## src/rtl/seg7_scan_display.sv

```systemverilog
// Binary value -> BCD via a sequential double-dabble engine, shown on a
// time-multiplexed active-low 7-segment display with blanking, dp, overflow and blink.
module seg7_scan_display #(
   parameter int NUM_WIDTH  = 11,
   parameter int NUM_DIGITS = 4,
   parameter int CLK_DIV    = 50000,
   parameter int BLINK_DIV  = 64
) (
   input  logic                  clk,
   input  logic                  rst,
   input  logic [NUM_WIDTH-1:0]  number,
   input  logic                  load,
   input  logic                  lz_blank,
   input  logic                  blink,
   input  logic [NUM_DIGITS-1:0] dp_mask,
   output logic                  busy,
   output logic [NUM_DIGITS-1:0] an_n,
   output logic [6:0]            seg_n,
   output logic                  dp_n
);
   localparam int BCD_MIN = (NUM_WIDTH * 302 + 999) / 1000 + 1;
   localparam int BCD_N   = (BCD_MIN > NUM_DIGITS) ? BCD_MIN : NUM_DIGITS;
   localparam int BCD_W   = 4 * BCD_N;
   localparam int DISP_W  = 4 * NUM_DIGITS;
   localparam int CNT_W   = $clog2(NUM_WIDTH + 1);
   localparam int PRE_W   = $clog2(CLK_DIV);
   localparam int IDX_W   = (NUM_DIGITS > 1) ? $clog2(NUM_DIGITS) : 1;
   localparam int FRM_W   = (BLINK_DIV > 1) ? $clog2(BLINK_DIV) : 1;

   localparam logic [CNT_W-1:0] CNT_LAST = CNT_W'(NUM_WIDTH - 1);
   localparam logic [PRE_W-1:0] PRE_LAST = PRE_W'(CLK_DIV - 1);
   localparam logic [IDX_W-1:0] IDX_LAST = IDX_W'(NUM_DIGITS - 1);
   localparam logic [FRM_W-1:0] FRM_LAST = FRM_W'(BLINK_DIV - 1);

   typedef enum logic [1:0] {IDLE, SHIFT, COMMIT} state_t;

   state_t                state_q, state_d;
   logic [NUM_WIDTH-1:0]  bin_q, bin_d;
   logic [NUM_WIDTH-1:0]  pend_val_q, pend_val_d;
   logic                  pend_q, pend_d;
   logic [CNT_W-1:0]      cnt_q, cnt_d;
   logic [BCD_W-1:0]      bcd_q, bcd_d, bcd_adj;
   logic [DISP_W-1:0]     disp_q, disp_d;
   logic                  ovf_q, ovf_d;
   logic                  busy_q, busy_d;

   logic [PRE_W-1:0]      pre_q, pre_d;
   logic [IDX_W-1:0]      idx_q, idx_d;
   logic [FRM_W-1:0]      frm_q, frm_d;
   logic                  phase_q, phase_d;

   logic [NUM_DIGITS-1:0] an_q, an_d;
   logic [6:0]            seg_q, seg_d;
   logic                  dp_q, dp_d;
   logic [DISP_W-1:0]     disp_sh;
   logic [NUM_DIGITS-1:0] dp_sh;
   logic [6:0]            glyph;

   always_comb begin
      state_d    = state_q;
      bin_d      = bin_q;
      bcd_d      = bcd_q;
      cnt_d      = cnt_q;
      pend_d     = pend_q;
      pend_val_d = pend_val_q;
      disp_d     = disp_q;
      ovf_d      = ovf_q;
      bcd_adj    = bcd_q;
      for (int n = 0; n < BCD_N; n++) begin
         if (bcd_q[4*n +: 4] >= 4'd5) begin
            bcd_adj[4*n +: 4] = bcd_q[4*n +: 4] + 4'd3;
         end
      end
      case (state_q)
         IDLE: begin
            if (load) begin
               state_d = SHIFT;
               bin_d   = number;
               bcd_d   = '0;
               cnt_d   = '0;
            end
         end
         SHIFT: begin
            if (load) begin
               pend_d     = 1'b1;
               pend_val_d = number;
            end
            bcd_d = {bcd_adj[BCD_W-2:0], bin_q[NUM_WIDTH-1]};
            bin_d = bin_q << 1;
            cnt_d = cnt_q + 1'b1;
            if (cnt_q == CNT_LAST) begin
               state_d = COMMIT;
            end
         end
         COMMIT: begin
            disp_d = bcd_q[DISP_W-1:0];
            ovf_d  = |(bcd_q >> DISP_W);
            // A load arriving now or queued earlier chains straight into the next conversion.
            if (load || pend_q) begin
               state_d = SHIFT;
               bin_d   = load ? number : pend_val_q;
               bcd_d   = '0;
               cnt_d   = '0;
               pend_d  = 1'b0;
            end else begin
               state_d = IDLE;
            end
         end
         default: state_d = IDLE;
      endcase
      busy_d = (state_d != IDLE);
   end

   always_comb begin
      pre_d   = pre_q + 1'b1;
      idx_d   = idx_q;
      frm_d   = frm_q;
      phase_d = phase_q;
      if (pre_q == PRE_LAST) begin
         pre_d = '0;
         if (idx_q == IDX_LAST) begin
            idx_d = '0;
            if (frm_q == FRM_LAST) begin
               frm_d   = '0;
               phase_d = ~phase_q;
            end else begin
               frm_d = frm_q + 1'b1;
            end
         end else begin
            idx_d = idx_q + 1'b1;
         end
      end
   end

   always_comb begin
      disp_sh = disp_q >> {idx_q, 2'b00};
      dp_sh   = dp_mask >> idx_q;
      case (disp_sh[3:0])
         4'd0:    glyph = 7'h40;
         4'd1:    glyph = 7'h79;
         4'd2:    glyph = 7'h24;
         4'd3:    glyph = 7'h30;
         4'd4:    glyph = 7'h19;
         4'd5:    glyph = 7'h12;
         4'd6:    glyph = 7'h02;
         4'd7:    glyph = 7'h78;
         4'd8:    glyph = 7'h00;
         4'd9:    glyph = 7'h10;
         default: glyph = 7'h7F;
      endcase
      // disp_sh holds nibbles idx..top, so all-zero means this digit is a leading zero.
      if (ovf_q) begin
         seg_d = 7'h3F;
      end else if (lz_blank && (idx_q != '0) && (disp_sh == '0)) begin
         seg_d = 7'h7F;
      end else begin
         seg_d = glyph;
      end
      an_d = ~(NUM_DIGITS'(1) << idx_q);
      dp_d = ~dp_sh[0];
      if (blink && phase_q) begin
         an_d = '1;
         dp_d = 1'b1;
      end
   end

   always_ff @(posedge clk) begin
      if (rst) begin
         state_q <= IDLE;
         cnt_q   <= '0;
         pend_q  <= 1'b0;
         disp_q  <= '0;
         ovf_q   <= 1'b0;
         busy_q  <= 1'b0;
         pre_q   <= '0;
         idx_q   <= '0;
         frm_q   <= '0;
         phase_q <= 1'b0;
         an_q    <= '1;
         seg_q   <= 7'h7F;
         dp_q    <= 1'b1;
      end else begin
         state_q <= state_d;
         cnt_q   <= cnt_d;
         pend_q  <= pend_d;
         disp_q  <= disp_d;
         ovf_q   <= ovf_d;
         busy_q  <= busy_d;
         pre_q   <= pre_d;
         idx_q   <= idx_d;
         frm_q   <= frm_d;
         phase_q <= phase_d;
         an_q    <= an_d;
         seg_q   <= seg_d;
         dp_q    <= dp_d;
      end
   end

   always_ff @(posedge clk) begin
      bin_q      <= bin_d;
      bcd_q      <= bcd_d;
      pend_val_q <= pend_val_d;
   end

   assign busy  = busy_q;
   assign an_n  = an_q;
   assign seg_n = seg_q;
   assign dp_n  = dp_q;
endmodule
```

## config.mk

```make
export PLATFORM = sky130hd
export DESIGN_NAME = seg7_scan_display
export DESIGN_NICKNAME = d
export VERILOG_FILES = /design/src/rtl/seg7_scan_display.sv
export SDC_FILE = /design/constraint.sdc
export NUM_CORES = 1
export LEC_CHECK = 0
export CAP_MARGIN = 40
export CORE_MARGIN = 10
export CORE_UTILIZATION = 55
export DETAILED_ROUTE_END_ITERATION = 16
export GPL_TIMING_DRIVEN = 1
export HOLD_SLACK_MARGIN = 0.02
export PLACE_DENSITY_LB_ADDON = 0.1
export SLEW_MARGIN = 10
export SYNTH_ARGS = -nofsm -noshare
export SYNTH_HDL_FRONTEND = slang
export SYNTH_SLANG_ARGS = --single-unit
```

## constraint.sdc

```tcl
create_clock -name clk -period 4.1 [get_ports clk]
set_clock_uncertainty 0.05 [all_clocks]
set_input_delay 0.615 -clock clk [delete_from_list [all_inputs] [get_ports clk]]
set_output_delay 0.615 -clock clk [all_outputs]
set_load 0.01 [all_outputs]
```

==> out/qor.yml, run 1 <==
fillers: 763
dieArea_um2: 13700
setup_slack_ns: 1.43
ys_types: 58
nNetsFinal: 571
setup_viol: 0
grt_pass1_wl_um: 16500
htreeDepth: 3
synth_area_leaders: "edfxtp_1, dfxtp_1, ha_1, nor2_1, mux2i_1"
synth_largest_area_cell: "edfxtp_1"
sequentialPowerShare_pct: 55.4
tightest_slew_ns: 0.747
cts.sinks: 104
crit_family: "multiplexers"
wl_met1_um: 4700
wl_per_cell_um: 15.1
maxCapViolCount: 0
placed_cells_incl_taps: 623
path_buf_inv: 1
slowest_delay_ns: 0.75
cts_resized: 0
p_switching_mw: 0.515
met3_length_um: 427
synth-warning-count: 0
cp_slowest_cell: "mux4_1"
avgViaCountPerCell: 5.64
rows: 35
drtIter0Drc: 201
internal_power_mw: 1.62
ys_seq_area_share_pct: 48.4
synthArstFlopShare_pct: 0
grt_overflow: 0
start_util_pct: 56.2
worstSetupPathType: "reg -> reg"
die_x_um: 117
route.detailed.drc: 0
switching_share_pct: 24.2
totalWireLength_um: 9640
postCtsHoldBufs: 0
place_ws_ns: 1.46
routabilityCongestion: 0.828
rsz0062_at_grt: "false"
status: "finished, final reports clean"
hold_violations: 0
die_h_um: 117
cts_buffers: 9
power_density_nw_per_um2: 367
vias: 3601
max_freq_mhz: 374
cts_max_path_buffers: 2
hold_ws_ns: 0.411
avgSynthCellArea_um2: 10.4
port_buffers: 32
ir_drop_mv: 0.283
wl_met2_um: 4440
grt_usage_pct: 14.8
fin_tns_setup_ns: 0
core-area_um2: 9200
syn-cell-area_um2: 5170
report.final.slew_viol_count: 0
grt_pass1_vias: 3600
cts_tree: "built"
startpoint_type: "flop"
fin_util_pct: 63.1
grt_max_degree: 33
instances_no_fill: 639
ys.flop_type: "dfxtp_1"
post_cts_buffers: 0
synth-seq-cells: 104
num_io_pins: 33
dp_hpwl_um: 6790
antennaDiodeCount: 0
synth_top_area_share_pct: 24.4
slew_headroom_pct: 50.2
cts.clk_slew.worst_paths_ns: 0.09
comb_power_share_pct: 11.0
syn_to_final_growth_pct: 12.3
worstPathCellList: "mux4_1, inv_1, ha_1, nor4b_1, nand2_1, a211o_1, o211ai_1"
fin_crit_ns: 2.67
synth_most_common_cell: "dfxtp_1"
drive_gt1_share_pct: 8.14
routed.top_layer: "met4"
arrival_ns: 2.91
drtPass1Iterations: 4
synthTopCellsByCount: "dfxtp_1, nor2_1, edfxtp_1"
clock_power_share_pct: 33.6
synth_edf_count: 42
crit_required_ns: 4.34
synth_nets: 545
p_leak_nw: 2.15
cp-end-kind: "flop"
ant_nets: 0
period_share_pct: 65.1
hold_path_class: "reg -> reg"
worstSkewPairLatency_ns: 0.37
netlist_instances: 497
root_buffer: "clkbuf_8"
cp_max_fo: 9
grt_antenna_before_repair: 0
## metal layers
layer	vias up	global-route usage (%)
met5	-	0
li1	1830	-
met3	5	4.18
met2	50	24.7
met1	1716	18.5
met4	0	3.38
## worst paths after layout
kind                                            end             startpoint  slack, ns  cells after the start
worst max-delay path            seg_n[6]$_SDFF_PP1_  idx_q[0]$_SDFFE_PP0N_       1.43                      7
worst max register to register  seg_n[6]$_SDFF_PP1_  idx_q[0]$_SDFFE_PP0N_       1.43                      7
worst min register to register  pre_q[0]$_SDFF_PP0_    pre_q[0]$_SDFF_PP0_       0.41                      1
worst min-delay path            pre_q[0]$_SDFF_PP0_    pre_q[0]$_SDFF_PP0_       0.41                      1
## sequential cells by signal (all words and copies together), names as in the netlist
signal / flops
bcd_q: 20
disp_q: 16
pre_q: 16
bin_q: 11
pend_val_q: 11
seg_n: 7
frm_q: 6
an_n: 4
cnt_q: 4
idx_q: 2
state_q: 2
busy: 1
dp_n: 1
ovf_q: 1
pend_q: 1
phase_q: 1
## metrics by stage
step	power [mW]	cell area, µm²
after floorplan	1.36	5170
after global placement	1.43	5560
after detailed placement	1.44	5580
after CTS	2.15	5810
after global routing	2.23	5810
final	2.13	5810
## power by group through the flow
stage	logic, mW	clock network, mW	registers, mW
floorplan	0.161	0	1.20
finish	0.234	0.715	1.18
CTS	0.236	0.736	1.18
global route	0.265	0.775	1.19
global placement	0.224	0	1.20
detailed placement	0.234	0	1.21
## cell families after synthesis
kind of cell	count (synthesis)	synth area share [%]
and+or+nand+nor	165	16.6
DFF	104	48.4
adders and majority gates	28	6.78
xor gates and xnor gates	20	3.39
buffers and inverters	52	4.14
AOI/OAI and AO/OA	88	11.1
muxes	40	9.58
## layout make-up
cell class / count / area, µm² / share of cell area [%]
Sequential cell: 104 / 2500 / 43.1
Multi-Input combinational cell: 341 / 2460 / 42.3
Timing Repair Buffer: 38 / 373 / 6.42
Tap cell: 111 / 139 / 2.39
Clock buffer: 10 / 138 / 2.37
Inverter: 29 / 109 / 1.87
Clock inverter: 6 / 90.1 / 1.55
## layout by cell type (no fill, tap or decap), types with 15 or more instances in the layout
master,synthesis,routed
dfxtp_1,62,62
inv_1,29,29
a21oi_1,32,32
nand2_1,29,29
ha_1,28,28
clkdlybuf4s50_1,0,32
nor2_1,59,58
mux2i_1,21,21
nand3_1,15,15
edfxtp_1,42,42
Power figures use the tool's default switching activity.
==> run 2: changes to the inputs <==
Clock period 4.1 ns to 2.7 ns, I/O delays scaled along.
==> out/qor.yml, run 2 (synthesis results as in run 1) <==
hold_path_class: "reg -> reg"
period_share_pct: 90.9  # +26 points
grt_pass1_wl_um: 16600  # +0.13%
die_x_um: 117  # unchanged
place_ws_ns: 0.278  # -1.18 ns
grt_usage_pct: 15.0  # +0.19 points
instances_no_fill: 642  # +0.47%
ant_nets: 0  # unchanged
maxCapViolCount: 0  # unchanged
max_freq_mhz: 407  # +8.8%
post_cts_buffers: 0  # unchanged
postCtsHoldBufs: 0  # unchanged
core-area_um2: 9200  # unchanged
drtIter0Drc: 184  # -8.5%
worstSkewPairLatency_ns: 0.37  # about the same
switching_share_pct: 24.2  # about the same
htreeDepth: 3  # unchanged
tightest_slew_ns: 0.529  # -0.217 ns
grt_max_degree: 52  # +58%
dieArea_um2: 13700  # unchanged
p_leak_nw: 2.16  # +0.31%
top_regs: "bcd_q (20), disp_q (16), pre_q (16)"
report.final.slew_viol_count: 0  # unchanged
die_h_um: 117  # unchanged
grt_overflow: 0  # unchanged
cts.clk_slew.worst_paths_ns: 0.10  # about the same
status: "finished, final reports clean"
wl_per_cell_um: 14.9  # -1.3%
setup_viol: 0  # unchanged
drive_gt1_share_pct: 8.29  # +0.14 points
grt_antenna_before_repair: 0  # unchanged
cp_slowest_cell: "mux4_1"
vias: 3613  # +0.33%
placed_cells_incl_taps: 626  # +0.48%
nNetsFinal: 574  # +0.53%
mostFrequentLayoutCell: "dfxtp_1"
largest_reg_flops: 20  # unchanged
rows: 35  # unchanged
start_util_pct: 56.2  # unchanged
crit_required_ns: 2.94  # -1.40 ns
cts.sinks: 104  # unchanged
rsz0062_at_grt: "false"
dp_hpwl_um: 6590  # -3.0%
hold_violations: 0  # unchanged
port_buffers: 32  # unchanged
arrival_ns: 2.70  # -0.21 ns
internal_power_mw: 2.38  # +47%
final_cell_mix: "dfxtp_1, nor2_1, edfxtp_1"
fin_tns_setup_ns: 0  # unchanged
route.detailed.drc: 0  # unchanged
avgViaCountPerCell: 5.63  # -0.14%
power_density_nw_per_um2: 542  # +48%
routabilityCongestion: 0.781  # -5.8%
p_switching_mw: 0.759  # +47%
setup_slack_ns: 0.245  # -1.18 ns
comb_power_share_pct: 11.1  # about the same
cp-end-kind: "flop"
grt_pass1_vias: 3508  # -2.6%
clock_power_share_pct: 31.7  # -1.9 points
cts_resized: 0  # unchanged
cp_max_fo: 7  # -2
fin_crit_ns: 2.46  # -0.215 ns
drtPass1Iterations: 4  # unchanged
top_register: "bcd_q"
num_io_pins: 33  # unchanged
worstSetupPathType: "reg -> reg"
slowest_delay_ns: 0.70  # -0.05 ns
worstPathCellList: "mux4_1, inv_1, ha_1, nor4b_1, nand2_1, a211o_1, o211ai_1"
cts_buffers: 9  # unchanged
sequentialPowerShare_pct: 57.2  # +1.8 points
totalWireLength_um: 9560  # -0.85%
antennaDiodeCount: 0  # unchanged
ir_drop_mv: 0.459  # +62%
cts_tree: "built"
syn_to_final_growth_pct: 12.2
cts_max_path_buffers: 2  # unchanged
startpoint_type: "flop"
root_buffer: "clkbuf_8"
slew_headroom_pct: 64.6  # +14 points
[run 2: cell count changes in the layout (fill, tap and decap cells not counted), sizes merged]
cell,delta
buf,+3
clkbuf,+1
clkinvlp,-1
bufinv,-1
clkinv,+2
inv,-1
[run 2: layout make-up]
class,instances,area [µm²]
clock buffer,11,153
sequential,104,2500
inverter,29,109
multi-input combinational,341,2460
clock inverter,5,52.6
tap,111,139
timing repair buffer,41,388
fill,773,3400
[run 2: path summary, 6_finish.rpt]
check,cells after the start,start,endpoint,slack [ns]
worst min register to register,1,pre_q[0]$_SDFF_PP0_,pre_q[0]$_SDFF_PP0_,0.40
worst max-delay path,7,idx_q[0]$_SDFFE_PP0N_,seg_n[6]$_SDFF_PP1_,0.24
worst max register to register,7,idx_q[0]$_SDFFE_PP0N_,seg_n[6]$_SDFF_PP1_,0.24
worst min-delay path,1,pre_q[0]$_SDFF_PP0_,pre_q[0]$_SDFF_PP0_,0.40
[run 2: worst max-delay path: cells and delay by family (launching register included)]
kind            cells  cell delay [ns]
mux                 1             0.70
compound gates      2             0.54
flops               1             0.39
simple gates        2             0.36
fa+ha+maj           1             0.17
buf+inv             1             0.16
[run 2: layer usage]
metal  global-route usage, %  wire [µm]  vias to the layer above
met5                       0          0                        -
met4                    4.28         72                        0
met3                    4.99        487                        7
met2                    23.2       4280                       64
met1                    19.5       4720                     1707
li1                        -          -                     1835
[run 2: power by group through the flow]
stage               Sequential, mW  Combinational, mW  Clock (mW)
floorplan                     1.82              0.245           0
global placement              1.83              0.342           0
detailed placement            1.83              0.354           0
CTS                           1.80              0.355        1.03
global route                  1.81              0.399        1.09
finish                        1.80              0.349       0.997
[run 2: stage by stage]
stage	hold WS, ns	power, mW	util [%]	cell area [µm²]
after floorplan	0.363	2.06	-	5170
after global placement	0.372	2.17	60.8	5590
after detailed placement	0.386	2.19	60.8	5590
after CTS	0.404	3.18	63.1	5800
after global routing	0.421	3.30	63.1	5800
final	0.401	3.14	63.1	5800
==> run 3: changes to the inputs <==
Settings changed: CELL_PAD_IN_SITES_DETAIL_PLACEMENT from default to 0, CELL_PAD_IN_SITES_GLOBAL_PLACEMENT from default to 1, CORE_UTILIZATION 55 to 47, CTS_CLUSTER_DIAMETER from default to 30, SLEW_MARGIN 10 to default.
==> out/qor.yml, run 3 (synthesis results as in run 1) <==
status: "finished, final reports clean"
die_x_um: 125  # +6.8%
cts_buffers: 9  # unchanged
power_density_nw_per_um2: 548  # +1.1%
crit_required_ns: 2.93  # about the same
setup_slack_ns: 0.274  # +0.0294 ns
avgViaCountPerCell: 5.30  # -5.8%
switching_share_pct: 24.2  # +0.066 points
num_io_pins: 33  # unchanged
route.detailed.drc: 0  # unchanged
cts.sinks: 104  # unchanged
timing.rr.start: "idx_q[0]$_SDFFE_PP0N_"
top_regs: "bcd_q (20), disp_q (16), pre_q (16)"
cts_max_path_buffers: 2  # unchanged
rsz0062_at_grt: "false"
cp_slowest_cell: "mux4_1"
slowest_delay_ns: 0.69  # about the same
core-area_um2: 10800  # +17%
sequentialPowerShare_pct: 55.9  # -1.3 points
largest_reg_flops: 20  # unchanged
fin_tns_setup_ns: 0  # unchanged
setup_viol: 0  # unchanged
multiInputGateArea_um2: 2460  # unchanged
ff_latch_area_um2: 2500  # unchanged
syn_to_final_growth_pct: 13.3
worstHoldStart: "pre_q[0]$_SDFF_PP0_"
p_leak_nw: 2.17  # +0.60%
port_buffers: 32  # unchanged
cp_max_fo: 7  # unchanged
hold_violations: 0  # unchanged
worstSkewPairLatency_ns: 0.37  # about the same
grt_pass1_vias: 3415  # -2.7%
comb_power_share_pct: 10.9  # -0.2 points
fin_crit_ns: 2.43  # -0.0294 ns
tightest_slew_ns: 0.527  # -0.00219 ns
htreeDepth: 3  # unchanged
drtIter0Drc: 212  # +15%
dieArea_um2: 15600  # +14%
grt_pass1_wl_um: 16600  # +0.37%
report.final.slew_viol_count: 0  # unchanged
worstSetupPathType: "reg -> reg"
dp_hpwl_um: 6690  # +1.5%
arrival_ns: 2.66  # -0.04 ns
fillers: 992  # +28%
grt_max_degree: 52  # unchanged
nNetsFinal: 575  # +0.17%
grt_overflow: 0  # unchanged
grt_usage_pct: 12.6  # -2.4 points
maxCapViolCount: 0  # unchanged
stdcell_area_um2: 5860  # +0.99%
drtPass1Iterations: 4  # unchanged
wl_per_cell_um: 14.3  # -3.6%
start_util_pct: 47.9  # -8.3 points
cts.clk_slew.worst_paths_ns: 0.09  # about the same
root_buffer: "clkbuf_8"
startpoint_type: "flop"
internal_power_mw: 2.43  # +2.0%
vias: 3562  # -1.4%
grt_antenna_before_repair: 0  # unchanged
hold_path_class: "reg -> reg"
ir_drop_mv: 0.447  # -2.5%
slew_headroom_pct: 64.7  # +0.15 points
clock_power_share_pct: 33.2  # +1.5 points
place_area_um2: 5640  # +0.78%
mostFrequentLayoutCell: "dfxtp_1"
p_switching_mw: 0.777  # +2.4%
cts_resized: 0  # unchanged
die_h_um: 125  # +6.8%
postCtsHoldBufs: 0  # unchanged
antennaDiodeCount: 0  # unchanged
worstPathCellList: "mux4_1, inv_1, ha_1, nor4b_1, nand2_1, a211o_1, o211ai_1"
cp-end-kind: "flop"
drive_gt1_share_pct: 8.65  # +0.36 points
final_cell_mix: "dfxtp_1, nor2_1, edfxtp_1"
place_ws_ns: 0.288  # +0.0101 ns
ant_nets: 0  # unchanged
post_cts_buffers: 0  # unchanged
max_freq_mhz: 412  # +1.2%
cts_tree: "built"
hold_ws_ns: 0.412  # +0.0114 ns
top_register: "bcd_q"
totalWireLength_um: 9640  # +0.87%
cp-startpoint: "idx_q[0]$_SDFFE_PP0N_"
routabilityCongestion: 0.764  # -2.1%
period_share_pct: 89.8  # -1.1 points
rows: 38  # +8.6%
-- run 3: cell count changes in the layout (fill, tap and decap cells not counted), sizes merged --
| cell | previous run | this run |
|---|---|---|
| inv | 30 | 31 |
| buf | 9 | 10 |
| clkbuf | 11 | 10 |
| bufinv | 1 | 2 |
| clkinvlp | 1 | 0 |
-- run 3: worst max-delay path, delay by kind of cell (launching register included) --
| family | cells | cell delay (ns) |
|---|---|---|
| mux | 1 | 0.69 |
| compound gates | 2 | 0.56 |
| flops | 1 | 0.38 |
| simple gates | 2 | 0.31 |
| fa+ha+maj | 1 | 0.18 |
| buf+inv | 1 | 0.17 |
-- run 3: final cells by class --
class,count,area share (%)
Clock buffer,10,2.18
Inverter,29,1.86
Multi-Input combinational cell,341,41.9
Timing Repair Buffer,42,6.75
Tap cell,140,2.99
Clock inverter,6,1.56
Sequential cell,104,42.7
-- run 3: final timing paths --
path | endpoint | slack [ns] | cells past startpoint
worst max register to register | seg_n[6]$_SDFF_PP1_ | 0.27 | 7
worst min-delay path | pre_q[0]$_SDFF_PP0_ | 0.41 | 1
worst min register to register | pre_q[0]$_SDFF_PP0_ | 0.41 | 1
worst max-delay path | seg_n[6]$_SDFF_PP1_ | 0.27 | 7
-- run 3: metal layers --
metal / wire, µm / GRT usage [%] / up-vias / part of all wire, %
met5: 0 / 0 / - / 0
met4: 31 / 3.46 / 0 / 0.32
met3: 402 / 4.64 / 2 / 4.2
met2: 4410 / 19.4 / 51 / 46
met1: 4790 / 16.2 / 1668 / 50
li1: - / - / 1841 / -
-- run 3: power groups by stage --
stage	clock network [mW]	registers, mW	logic (mW)
CTS	1.12	1.80	0.359
global route	1.18	1.81	0.400
floorplan	0	1.82	0.245
detailed placement	0	1.83	0.356
global placement	0	1.83	0.350
finish	1.06	1.79	0.351
-- run 3: through the flow --
stage | instances | utilization, % | power, mW
detailed placement | 656 | 52.2 | 2.19
finish | 672 | 54.3 | 3.21
floorplan | 497 | - | 2.06
global route | 672 | 54.3 | 3.39
global placement | 656 | 52.2 | 2.18
CTS | 672 | 54.3 | 3.28
